**config.mk**
```make
export PLATFORM = sky130hd
export DESIGN_NAME = mask_row_serializer
export DESIGN_NICKNAME = d
export VERILOG_FILES = /design/src/rtl/rp_pkg.sv /design/src/rtl/mask_row_fifo.sv /design/src/rtl/mask_row_serializer.sv
export SDC_FILE = /design/constraint.sdc
export NUM_CORES = 1
export LEC_CHECK = 0
export ABC_CLOCK_PERIOD_IN_PS = 25200
export CAP_MARGIN = 5
export CORE_ASPECT_RATIO = 1.1
export CORE_UTILIZATION = 35
export DETAILED_ROUTE_END_ITERATION = 12
export DONT_BUFFER_PORTS = 1
export PLACE_DENSITY_LB_ADDON = 0.3
export SLEW_MARGIN = 20
export SYNTH_ARGS = -nofsm -noshare
export SYNTH_HDL_FRONTEND = slang
export SYNTH_SLANG_ARGS = --single-unit
```
**constraint.sdc**
```tcl
create_clock -name clk -period 25.2 [get_ports clk]
set_input_delay 5.04 -clock clk [delete_from_list [all_inputs] [get_ports clk]]
set_output_delay 5.04 -clock clk [all_outputs]
set_load 0.005 [all_outputs]
```
**src/rtl/rp_pkg.sv**
```systemverilog
// Shared types and helpers for the mask row path: the serializer FSM state
// and the row counter width used by both the generator and the serializer.
package rp_pkg;

   localparam int ROW_IDX_W = 11;

   typedef enum logic [1:0] {
      IDLE,
      SHIFT,
      LOAD
   } mrs_state_t;

   function automatic int nchunk(input int w, input int c);
      return (w + c - 1) / c;
   endfunction

endpackage

```
**src/rtl/mask_row_fifo.sv**
```systemverilog
// Two-entry row buffer between the pattern generator and the shift-chain
// serializer. Flush wins over push and pop in the same cycle.
module mask_row_fifo #(
   parameter int WIDTH = 300
) (
   input  logic             clk,
   input  logic             rst_n,
   input  logic             flush,
   input  logic             push,
   input  logic             pop,
   input  logic [WIDTH-1:0] din,
   output logic [WIDTH-1:0] head,
   output logic [1:0]       count
);

   logic [WIDTH-1:0] mem [2];
   logic             wr_ptr;
   logic             rd_ptr;

   // NOTE: row storage has no reset; count and pointers decide what is valid,
   // so resetting wide data registers would buy nothing.
   always_ff @(posedge clk) begin
      if (push && !flush) begin
         mem[wr_ptr] <= din;
      end
   end

   always_ff @(posedge clk or negedge rst_n) begin
      if (!rst_n) begin
         wr_ptr <= 1'b0;
         rd_ptr <= 1'b0;
         count  <= 2'd0;
      end else if (flush) begin
         wr_ptr <= 1'b0;
         rd_ptr <= 1'b0;
         count  <= 2'd0;
      end else begin
         if (push) wr_ptr <= ~wr_ptr;
         if (pop)  rd_ptr <= ~rd_ptr;
         count <= count + 2'(push) - 2'(pop);
      end
   end

   assign head = mem[rd_ptr];

endmodule

```
**src/rtl/mask_row_serializer.sv**
```systemverilog
// Serializes buffered mask rows into the sensor shift chain CHUNK_W bits per
// cycle, strobes the row load, and tracks row position within the frame.
module mask_row_serializer
   import rp_pkg::*;
#(
   parameter int IMAGE_SENSOR_W = 300,
   parameter int IMAGE_SENSOR_H = 300,
   parameter int CHUNK_W        = 16
) (
   input  logic                      clk,
   input  logic                      rst_n,
   input  logic                      clk_en,
   input  logic                      frame_start,
   input  logic [IMAGE_SENSOR_W-1:0] row_mask,
   input  logic                      row_valid,
   output logic                      row_ready,
   output logic [CHUNK_W-1:0]        mask_data,
   output logic                      mask_shift,
   output logic                      mask_load,
   output logic [ROW_IDX_W-1:0]      row_index,
   output logic                      frame_done,
   output logic                      busy
);

   localparam int NCHUNK = nchunk(IMAGE_SENSOR_W, CHUNK_W);
   localparam int PAD_W  = NCHUNK * CHUNK_W;
   localparam int CNT_W  = $clog2(NCHUNK + 1);

   mrs_state_t                state;
   logic [CNT_W-1:0]          chunk_cnt;
   logic [ROW_IDX_W-1:0]      row_idx_q;
   logic [1:0]                count;
   logic [IMAGE_SENSOR_W-1:0] head;
   logic [PAD_W-1:0]          row_pad;
   logic                      push;
   logic                      load_now;
   logic                      last_chunk;
   logic                      last_row;

   assign row_ready  = (count != 2'd2) && clk_en;
   assign push       = row_valid && row_ready && !frame_start;
   // A frame_start landing on the LOAD cycle suppresses that load entirely.
   assign load_now   = (state == LOAD) && clk_en && !frame_start;
   assign last_chunk = (chunk_cnt == CNT_W'(NCHUNK - 1));
   assign last_row   = (row_idx_q == ROW_IDX_W'(IMAGE_SENSOR_H - 1));

   mask_row_fifo #(
      .WIDTH (IMAGE_SENSOR_W)
   ) u_fifo (
      .clk   (clk),
      .rst_n (rst_n),
      .flush (frame_start && clk_en),
      .push  (push),
      .pop   (load_now),
      .din   (row_mask),
      .head  (head),
      .count (count)
   );

   // NOTE: all state updates use non-blocking assignments so every register
   // samples pre-edge values regardless of statement order.
   always_ff @(posedge clk or negedge rst_n) begin
      if (!rst_n) begin
         state     <= IDLE;
         chunk_cnt <= '0;
         row_idx_q <= '0;
      end else if (clk_en) begin
         if (frame_start) begin
            state     <= IDLE;
            chunk_cnt <= '0;
            row_idx_q <= '0;
         end else begin
            case (state)
               IDLE: begin
                  if (count != 2'd0 || push) begin
                     state     <= SHIFT;
                     chunk_cnt <= '0;
                  end
               end
               SHIFT: begin
                  if (last_chunk) state <= LOAD;
                  else            chunk_cnt <= chunk_cnt + 1'b1;
               end
               LOAD: begin
                  row_idx_q <= last_row ? '0 : row_idx_q + 1'b1;
                  // Occupancy after this pop is count - 1 + push.
                  if (count == 2'd2 || push) begin
                     state     <= SHIFT;
                     chunk_cnt <= '0;
                  end else begin
                     state <= IDLE;
                  end
               end
               default: state <= IDLE;
            endcase
         end
      end
   end

   // Zero-extension supplies the pad bits above the row in the last chunk.
   assign row_pad    = PAD_W'(head);
   assign mask_data  = (state == SHIFT) ? row_pad[chunk_cnt*CHUNK_W +: CHUNK_W] : '0;
   assign mask_shift = (state == SHIFT) && clk_en;
   assign mask_load  = load_now;
   assign frame_done = load_now && last_row;
   assign row_index  = row_idx_q;
   assign busy       = (state != IDLE) || (count != 2'd0);

endmodule

```
# [Word level (Yosys, flattened, before mapping)]
# Memories as Yosys holds them, arrays and structs flattened.
# Index checks and enable logic that the tools add are counted.
[word_totals] reg_bits=22 mem_bits_ro=0 mem_count=1 input_bits=305 ram_bits=600 output_inout_bits=32 latchBits=0
[mem_list] name="u_fifo.mem" depth=2 width=300 rd=1 rd_ports_with_merged_regs=0 wr=1 line="mask_row_fifo.sv:16" source="logic [WIDTH-1:0] mem [2];"
[op_classes] n_mul=0 mux=21 eq_ne=10 n_div=0 magnitude_cmp=0 bitwise_logic=2 shifts=1 n_reduce_logical=24 n_addsub=4
[op_table] op="$shiftx A304 B10 Y16" count=1
[op_table] op="$mux W11" count=3
[op_table] op="$mux W5" count=4
[op_table] op="$mux W16" count=1
[op_table] op="$pmux W5 S3" count=1
[op_table] op="$add A11 B1 Y11 const B" count=1
[op_table] op="$eq A11 B9 Y1 const B" count=1
[op_table] op="$reduce_bool A2 Y1" count=5
[op_table] op="$logic_and A1 B1 Y1" count=9
[op_table] op="$ne A3 B3 Y1 const B" count=3
[op_table] op="$mux W2" count=4
[op_table] op="$mux W1" count=7
[op_table] op="$pmux W2 S3" count=1
[op_table] op="$add A5 B1 Y5 const B" count=1
[op_table] op="$eq A5 B5 Y1 const B" count=1
[op_table] op="$reduce_and A5 Y1" count=1
[op_table] op="$eq A2 B2 Y1 const B" count=2
[op_table] op="$reduce_bool A4 Y1" count=1
[op_table] op="$logic_or A1 B1 Y1" count=3
[op_table] op="$ne A3 B2 Y1 const B" count=1
[op_table] op="$reduce_and A3 Y1" count=1
[op_table] op="$add A2 B1 Y2" count=1
[op_table] op="$eq A2 B1 Y1 const B" count=1
[op_table] op="$logic_not A1 Y1" count=2
[op_table] op="other kinds (5)" count=6

# [Longest topological paths before layout]
# Gate-level depths: netlist of run 1.
[depth] depth_word=8 depth_mapped=10 depth_no_buf=8

# [Hierarchy]
# Synthesis of run 1 repeated with hierarchy kept, for this count alone.
[hier_totals] hier_cells=1295 hier_area_um2=25659.6
[modules_own_cells] mod="mask_row_fifo" area_per_inst_um2=21966.1 cells_per_inst=950 n_inst=1
[modules_own_cells] mod="mask_row_serializer" area_per_inst_um2=3693.5 cells_per_inst=345 n_inst=1

# [Worst setup path before layout of run 1]
# OpenSTA, ideal clock, no wires.
[synth_timing] path_type="input port to flip-flop" startpoint="input clk_en" endpoint="memory u_fifo.mem[0][0], enable pin" required_time_ps=24231 path_buffers=1 cell_stages=3 setup_slack_ps=6297 t_arrival_ps=17934 cell_sequence="clkbuf_1 > nand4b_1 > nor2_1"
[synth_via] elab_chain_len=6 elab_cells_between_ends=8 classes_between="mux (2); reduce/logical (6)"
[synth_lines] item="from (decl)" line="mask_row_serializer.sv:12" source="input logic clk_en,"
[synth_lines] item="$logic_and A1 B1 Y1" line="mask_row_serializer.sv:40" source="assign row_ready = (count != 2'd2) && clk_en;"
[synth_lines] item="$logic_and A1 B1 Y1 (2 in series)" line="mask_row_serializer.sv:41" source="assign push = row_valid && row_ready && !frame_start;"
[synth_lines] item="$logic_and A1 B1 Y1 *" line="mask_row_fifo.sv:23" source="if (push && !flush) begin"
[synth_lines] item="$mux W1 *" line="mask_row_fifo.sv:23"
[synth_lines] item="$mux W1 (implied by the code) *" line="mask_row_fifo.sv:24" source="mem[wr_ptr] <= din;"
[synth_lines] item="to (decl)" line="mask_row_fifo.sv:16"
# Every way passes the cells marked *; elsewhere a longest branch is shown, timed or not.

# [Final worst setup path of run 1]
[layout_timing] startpoint="input frame_start" endpoint="output frame_done"
[layout_via] elab_chain_len=3
[layout_lines] item="from (decl)" line="mask_row_serializer.sv:13" source="input logic frame_start,"
[layout_lines] item="$logic_not A1 Y1" line="mask_row_serializer.sv:43" source="assign load_now = (state == LOAD) && clk_en && !frame_start;"
[layout_lines] item="$logic_and A1 B1 Y1" line="mask_row_serializer.sv:43"
[layout_lines] item="$logic_and A1 B1 Y1" line="mask_row_serializer.sv:105" source="assign frame_done = load_now && last_row;"
[layout_lines] item="to (decl)" line="mask_row_serializer.sv:21" source="output logic frame_done,"
# Every way passes these cells.

==> run summary, run 1 <==
Final wirelength: 62.6 mm
DR WL/cell: 28.2 um
Buffers added on ports: 0
Commonest cells after routing, fill and taps aside: edfxtp_1, mux4_2, mux2i_1
Critical Path AT: 5500 ps
GP Congestion: 0.746
Endpoint class of the critical path: output pin
CORE AREA: 69000 sq um
Post-CTS setup buffer count: 0
DP HPWL: 41.5 mm
WS Path Type: in2out
Placed Cells: 2094
Seq/Total Area, Yosys: 76.1%
Most common cell after layout, fill and taps aside: edfxtp_1
Total number of vias: 11.8k
Maximum vdd drop: 0.0745 mV
RSZ-0062 raised after global routing: false
Effective utilization at floorplan: 35.3%
Final period util: 41.8%
TritonRoute pass-1 iters: 7
Synth unique cells: 58
Clk_lat worst skew: 590 ps
Die H: 279 um
Layout cell share with drive strength beyond 1: 20.4%
GR Util All Layers: 17.7%
Cts repair resizes: 0
GRT Residual Overflow: 0
Top Metal Used: met5
CP Launch Type: primary input
Initial antenna violation count: 5
Mean Syn Cell Area: 20.2 sq um
Clock Sinks: 622
MaxCap Viol Count: 0
Sequence of cells on the critical path: nand4bb_1 > nor2_1
P_leak: 0.00842 uW
H-tree depth: 3
Setup TNS: 0 ps
Yosys top cell area share: 73.9%
Net count after synthesis: 1520
Placed cell area: 25300 sq um
Yosys warning total: 0
Cts hold-fix bufs: 0
Highest-delay cell along the critical path: nand4bb_1
Slew Limit Fails: 0
Bufs on Longest Clock Path: 3
# rows: 101
M1 wire length: 23.1 mm
Largest net degree at the start of global routing: 81
Tmin final: 10540 ps
Routed wire length on met3: 5.75 mm
Die area: 70700 sq um
Ports: 337
Relative slew margins: 29.1%
Buf/Inv on CP: 0
Final hold vios: 0
Ys flop type: edfxtp_1
Final antenna-violating net count: 0
Finished Cell Area: 27600 sq um
Met2 wire length: 31.9 mm
FFs w/ async S/R, synth: 3.54%
Achievable Freq: 94.8 MHz
R2R setup slack: 20720 ps
Nets: 1546
Post-synth EDFFs: 600
Clock skew: 12.2 ps
Setup violations, final: 0
CTS tree: done
Post-Syn Instances: 1210
Die Span X: 254 um
Starting DRT DRC Count: 970
CTS root buf: clkbuf_16
Post-Layout Cell Count: 2222
Vias in the first global route: 12.4k
Worst-path clk slew: 60 ps
Least-Margin Pin Slew: 1060 ps
Largest delay contributor family on the critical path: simple AND/OR/NAND/NOR gates
Cts bufs inserted: 67
Synth area leaders: edfxtp_1, mux4_2, mux2i_1
Register bit total from synthesis: 622
Pwr/cell area: 85.7 nW/um^2
Status: finished, final reports clean
Hold Path Class: reg2reg
First-pass GRT wire length: 87.4 mm
Vias per Instance: 5.30
CP required: 20160 ps
Syn-to-layout area delta: 13.3%
Drt drc: 0
Worst Path Max Fanout: 12
Yosys top cell by area: edfxtp_1
Critical path's largest stage delay: 260 ps
Synthesized cell area: 24400 sq um
## through the flow
step                worst slack (ps)  hold slack [ps]  utilization, %  power [uW]
floorplan                       6300              473               -        1320
global placement               14660              544            36.7        1390
detailed placement             14650              565            36.7        1390
CTS                            14650              581            40.0        2400
global route                   14630              611            40.0        2450
finish                         14660              585            40.1        2370
## sequential cells by signal (all words and copies together), names as in the netlist
signal and cells:
u_fifo.rd_ptr 1, u_fifo.count 2, u_fifo.mem 600, u_fifo.wr_ptr 1, row_index 11, chunk_cnt 5, state 2
## final timing paths
kind | start | end | cells past startpoint
min reg2reg | u_fifo.count[1] | u_fifo.count[1] | 2
max | frame_start | frame_done | 2
min in group asynchronous | rst_n | u_fifo.rd_ptr | 0
max in group asynchronous | rst_n | chunk_cnt[0] | 0
max reg2reg | u_fifo.count[1] | u_fifo.mem[1][168] | 7
min | u_fifo.count[1] | u_fifo.count[1] | 2
## kinds of logic after synthesis
kind of cell / after synthesis / share of synthesized area [%]
multiplexers: 197 / 13.9
AO/OA/AOI/OAI: 169 / 4.64
flip-flops: 622 / 76.1
XOR/XNOR: 2 / 0.0718
adder cells (fa/ha/maj): 5 / 0.257
AND/OR/NAND/NOR: 143 / 3.04
buffers and inverters: 72 / 1.90
## worst register-to-register path, stage by stage (launching register included)
cell and delay (ps):
dfrtp_1 400, nand2b_1 140, nand4b_1 240, inv_1 160, and2_4 520, buf_4 790
buf_4 800, buf_4 920
## layout make-up
| cell class | instances | area [sq um] |
|---|---|---|
| diodes | 4 | 10.0 |
| clock buffers | 74 | 1750 |
| clock inverters | 50 | 532 |
| fillers | 6177 | 41400 |
| inverters | 6 | 22.5 |
| multi-input cells | 516 | 5400 |
| flip-flops and latches | 622 | 18600 |
| well taps | 927 | 1160 |
| repair buffers | 23 | 193 |
## cell usage after synthesis (all sizes together) (14+ instances only)
master and n:
a22oi 18, o21ai 38, dfrtp 22, mux4 114, clkbuf 23, o22ai 14
a21oi 28, mux2i 81, edfxtp 600, nand2 41, buf 43, nor2 28
## power breakdown
group          internal [uW]  switching, uW
registers               1170           17.9
logic                   64.3            109
clock network            599            408
total                   1830            535
## metal layers
metal  vias to the layer above  track usage, %
met2                       397            30.1
met1                      6168            20.1
li1                       5107               -
met4                         8            6.64
met5                         -               0
met3                        89            6.62
No activity file was read; power rests on OpenSTA's default activity.
==> run 2, diff against run 1 <==
Settings changed: ABC_CLOCK_PERIOD_IN_PS 25200 to 9530.
Clock period 25.2 ns to 9.53 ns, I/O delays scaled along.
==> run summary, run 2 (same netlist as run 1, synthesis figures left out) <==
Status: finished, final reports clean
Placed Cells: 2090 (-0.19%)
Die Span X: 254 um (unchanged)
Slew Limit Fails: 0 (unchanged)
Endpoint class of the critical path: output pin
Worst-path clk slew: 60 ps (about the same)
Launch point of the worst reg-to-reg path: chunk_cnt[0]
Nets: 1545 (-0.065%)
Hold Crit Start: row_index[10]
Achievable Freq: 161 MHz
Cts bufs inserted: 69 (+3.0%)
CP required: 7620 ps (-12540 ps)
Met1 global-route usage: 20.2% (+0.11 points)
Worst Path Max Fanout: 68 (+56)
WS Path Type: reg2out
Post-Layout Cell Count: 2225 (+0.14%)
Tmin final: 6210 ps
R2R setup slack: 6230 ps (-14490 ps)
Final antenna-violating net count: 0 (unchanged)
Clock skew: 24.9 ps (+12.7 ps)
Cts repair resizes: 0 (unchanged)
Most common cell after layout, fill and taps aside: edfxtp_1
GRT Max-Usage Layer: met2
GR Util met3: 7.82% (+1.2 points)
Total number of vias: 11.7k (-0.73%)
Least-Margin Pin Slew: 1110 ps (+51.1 ps)
Starting DRT DRC Count: 970 (unchanged)
Effective utilization at floorplan: 35.3% (unchanged)
Worst R2R Path Depth: 5 (-2)
Ports: 337 (unchanged)
Hold Crit Depth: 1 (-1)
Pwr/cell area: 229 nW/um^2 (+170%)
P_leak: 0.00843 uW (+0.18%)
DR WL/cell: 28.3 um (+0.58%)
CTS root buf: clkbuf_16
Initial antenna violation count: 16 (+11)
Syn-to-layout area delta: 13.8%
Cts hold-fix bufs: 0 (unchanged)
Bufs on Longest Clock Path: 3 (unchanged)
GRT Residual Overflow: 0 (unchanged)
Routing usage on met2: 29.4% (-0.67 points)
Clk_lat worst skew: 610 ps (+20 ps)
Setup violations, final: 0 (unchanged)
Final period util: 65.2%
Reg with most FFs: u_fifo.mem
Final hold vios: 0 (unchanged)
Hold Slack: 566 ps (-19.1 ps)
# rows: 101 (unchanged)
Clock Sinks: 622 (unchanged)
Die area: 70700 sq um (unchanged)
Relative slew margins: 25.7% (-3.4 points)
Final wirelength: 63.0 mm (+0.72%)
CORE AREA: 69000 sq um (unchanged)
DP HPWL: 42.5 mm (+2.4%)
GR Util All Layers: 17.8% (+0.17 points)
First-pass GRT wire length: 88.6 mm (+1.4%)
Vias in the first global route: 12.4k (+0.089%)
Max reg flops: 600 (unchanged)
Critical Path AT: 4310 ps (-1190 ps)
Die H: 279 um (unchanged)
H-tree depth: 3 (unchanged)
Reg-to-Reg End: chunk_cnt[3]
Maximum vdd drop: 0.193 mV (+160%)
TritonRoute pass-1 iters: 5 (-2)
Buffers added on ports: 0 (unchanged)
CP Launch Type: flip-flop
Drt drc: 0 (unchanged)
Largest net degree at the start of global routing: 174 (+110%)
CTS tree: done
Commonest cells after routing, fill and taps aside: edfxtp_1, mux4_2, mux2i_1
MaxCap Viol Count: 0 (unchanged)
Setup TNS: 0 ps (unchanged)
RSZ-0062 raised after global routing: false
GP Congestion: 0.750 (+0.55%)
Hold Path Class: reg2reg
Post-CTS setup buffer count: 0 (unchanged)
Hold path endpoint: row_index[10]
Fill cells: 6171 (-0.097%)
Vias per Instance: 5.25 (-0.86%)
Layout cell share with drive strength beyond 1: 19.7% (-0.73 points)
[run 2: cell types whose count changed in the layout (fill, tap and decap cells not counted), sizes merged]
cell / change
clkinv: -7
diode: +6
clkinvlp: +2
bufinv: +3
clkbuf: +3
buf: -3
inv: -1
[run 2: worst max path at each step]
stage,from,to,slack [ps],cells after the start
floorplan,clk_en,u_fifo.mem[0][0],2220,3
global placement,u_fifo.rd_ptr,mask_data[7],3880,6
detailed placement,chunk_cnt[0],mask_data[4],3850,6
CTS,chunk_cnt[0],mask_data[4],3200,6
global route,chunk_cnt[0],mask_data[3],3040,6
finish,chunk_cnt[0],mask_data[12],3320,5
[run 2: worst max-delay path, stage by stage (launching register included)]
cell	delay [ps]
dfrtp_4	1020
buf_12	480
nand3_1	820
o221ai_1	450
o21ai_0	210
a221oi_1	670
[run 2: metrics by stage]
stage               worst slack, ps  instance area [sq um]  util [%]  total power, uW
floorplan                      2220                  24400         -             3480
global placement               3880                  25300      36.7             3670
detailed placement             3850                  25300      36.7             3670
CTS                            3200                  27700      40.1             6460
global route                   3040                  27700      40.2             6590
finish                         3320                  27700      40.2             6370
[run 2: power by group]
group          switching [uW]  internal, uW
Sequential               54.1          3090
Clock                    1090          1670
Combinational             287           172
Total                    1430          4940
[run 2: final cells by class]
type / count / area (sq um) / area share [%]
repair buffers: 20 / 208 / 0.749
multi-input cells: 516 / 5390 / 19.4
diodes: 10 / 25.0 / 0.0902
flip-flops and latches: 622 / 18600 / 67.0
clock inverters: 47 / 606 / 2.18
well taps: 927 / 1160 / 4.18
inverters: 6 / 22.5 / 0.0812
clock buffers: 77 / 1760 / 6.33
[run 2: layer usage]
metal	part of all wire (%)	wire (um)
met1	36	22900
met2	50	31400
met3	10	6420
met4	3.4	2140
met5	0.22	138
==> run 3, diff against run 2 <==
Settings changed: ABC_CLOCK_PERIOD_IN_PS 9530 to 5800.
Clock period 9.53 ns to 5.8 ns, I/O delays scaled along.
==> run summary, run 3 (same netlist as run 1, synthesis figures left out) <==
Tmin final: 5080 ps
RSZ-0062 raised after global routing: false
# rows: 101 (unchanged)
Most common cell after layout, fill and taps aside: edfxtp_1
Final period util: 87.6%
Cts bufs inserted: 70 (+1.4%)
Clock skew: 24.3 ps (-0.623 ps)
GRT Residual Overflow: 0 (unchanged)
Routing usage on met2: 31.3% (+1.8 points)
Internal Pwr Total: 7890 uW (+60%)
Total number of vias: 11.8k (+0.73%)
Highest-delay cell along the critical path: dfrtp_4
DR WL/cell: 28.9 um (+2.2%)
Ports: 337 (unchanged)
Die Span X: 254 um (unchanged)
P_leak: 0.00841 uW (-0.22%)
CORE AREA: 69000 sq um (unchanged)
Maximum vdd drop: 0.257 mV (+33%)
CP required: 4640 ps (-2980 ps)
Setup violations, final: 0 (unchanged)
Relative slew margins: 0.294% (-25 points)
Max reg flops: 600 (unchanged)
Drt drc: 0 (unchanged)
First-pass GRT wire length: 90.3 mm (+1.9%)
Cts repair resizes: 0 (unchanged)
H-tree depth: 3 (unchanged)
Hold Path Class: in2async
DP HPWL: 44.2 mm (+4.1%)
Post-CTS setup buffer count: 0 (unchanged)
WS Path Type: reg2out
Critical path's largest stage delay: 980 ps (-40 ps)
PnR Total Power: 10200 uW (+61%)
Least-Margin Pin Slew: 1500 ps (+381 ps)
Clock Sinks: 622 (unchanged)
Effective utilization at floorplan: 35.3% (unchanged)
Status: finished, final reports clean
Launch point of the worst reg-to-reg path: chunk_cnt[1]
Met1 global-route usage: 20.8% (+0.58 points)
Clock group share of total power: 42.0% (-1.4 points)
Final wirelength: 64.5 mm (+2.4%)
Switching Share: 23.0% (+0.56 points)
Pwr/cell area: 370 nW/um^2 (+61%)
Comb pwr share: 7.5% (+0.3 points)
Initial antenna violation count: 8 (-8)
Util after Layout: 40.1% (-0.065 points)
Bufs on Longest Clock Path: 3 (unchanged)
CTS root buf: clkbuf_16
Commonest cells after routing, fill and taps aside: edfxtp_1, mux4_2, mux2i_1
Worst-path clk slew: 60 ps (about the same)
Final hold vios: 0 (unchanged)
GR Util met3: 7.63% (-0.20 points)
Worst Path Max Fanout: 52 (-24%)
GR Util All Layers: 18.3% (+0.48 points)
Critical Path AT: 3920 ps (-390 ps)
Reg with most FFs: u_fifo.mem
Switching Power: 2360 uW (+65%)
Endpoint class of the critical path: output pin
Starting DRT DRC Count: 1105 (+14%)
Vias in the first global route: 12.5k (+1.1%)
Post-Layout Cell Count: 2230 (+0.22%)
Final antenna-violating net count: 0 (unchanged)
Crit path from: chunk_cnt[0]
Die H: 279 um (unchanged)
Layout cell share with drive strength beyond 1: 19.9% (+0.19 points)
Buffers added on ports: 0 (unchanged)
Die area: 70700 sq um (unchanged)
Achievable Freq: 197 MHz
Sequence of cells on the critical path: buf_4 > mux4_2 > a22oi_1 > a2111oi_0 > a21oi_1 > o21ai_1
CP Launch Type: flip-flop
Clk_lat worst skew: 620 ps (about the same)
Nets: 1555 (+0.65%)
CTS tree: done
GRT Max-Usage Layer: met2
Hold Slack: 255 ps (-311 ps)
MaxCap Viol Count: 0 (unchanged)
Seq pwr share: 50.5% (+1.1 points)
Vias per Instance: 5.28 (+0.50%)
Syn-to-layout area delta: 13.6%
Cts hold-fix bufs: 0 (unchanged)
Slew Limit Fails: 0 (unchanged)
Placed Cells: 2100 (+0.48%)
TritonRoute pass-1 iters: 5 (unchanged)
Largest net degree at the start of global routing: 176 (+1.1%)
GP Congestion: 0.773 (+3.0%)
run 3: cell types whose count changed in the layout (fill, tap and decap cells not counted), moves of 2 or more:
cell / previous run / this run
clkbuf_16: 69 / 72
buf_12: 3 / 8
inv_6: 4 / 6
clkinvlp_4: 5 / 7
clkinv_1: 11 / 9
diode_2: 10 / 2
clkbuf_1: 8 / 18
bufinv_16: 12 / 5
buf_4: 16 / 21
inv_16: 2 / 0
run 3: worst max-delay path, delay by kind of cell, from the launching register on:
kind | cells | cell delay, ps
multiplexers | 1 | 330
AO/OA/AOI/OAI | 4 | 1470
flip-flops | 1 | 980
buffers and inverters | 1 | 480
run 3: path summary, 6_finish.rpt:
kind | to | slack (ps) | depth (start not counted)
setup reg to reg | chunk_cnt[3] | 2960 | 4
min in group clk | row_index[10] | 550 | 1
hold reg to reg | row_index[10] | 550 | 1
setup / recovery | mask_data[7] | 720 | 6
hold / removal | chunk_cnt[0] | 260 | 0
max in group asynchronous | u_fifo.rd_ptr | 5450 | 0
run 3: layout make-up:
type                            instances  area, sq um
Inverter                                6         22.5
Tap cell                              927         1160
Clock buffer                           90         1870
Antenna cell                            2         5.00
Clock inverter                         38          359
Timing Repair Buffer                   29          318
Sequential cell                       622        18600
Multi-Input combinational cell        516         5390
Fill cell                            6181        41300
run 3: stage by stage:
step	setup WS [ps]	TNS, ps	cell area [sq um]
floorplan	-713	-213840	24400
global placement	1120	0	25500
detailed placement	1110	0	25500
CTS	456	0	27700
global route	416	0	27700
finish	718	0	27700
run 3: layer usage:
layer	vias up	wire [um]
met5	-	125
met4	14	1410
met3	85	6630
met2	406	33000
met1	6144	23400
li1	5119	-
run 3: power by group through the flow:
stage	sequential, uW	combinational, uW	clock, uW
2_1_floorplan	5210	500	0
3_3_place_gp	5270	795	0
3_5_place_dp	5280	791	0
4_1_cts	5180	794	4430
5_1_grt	5190	818	4590
6_report	5180	766	4310
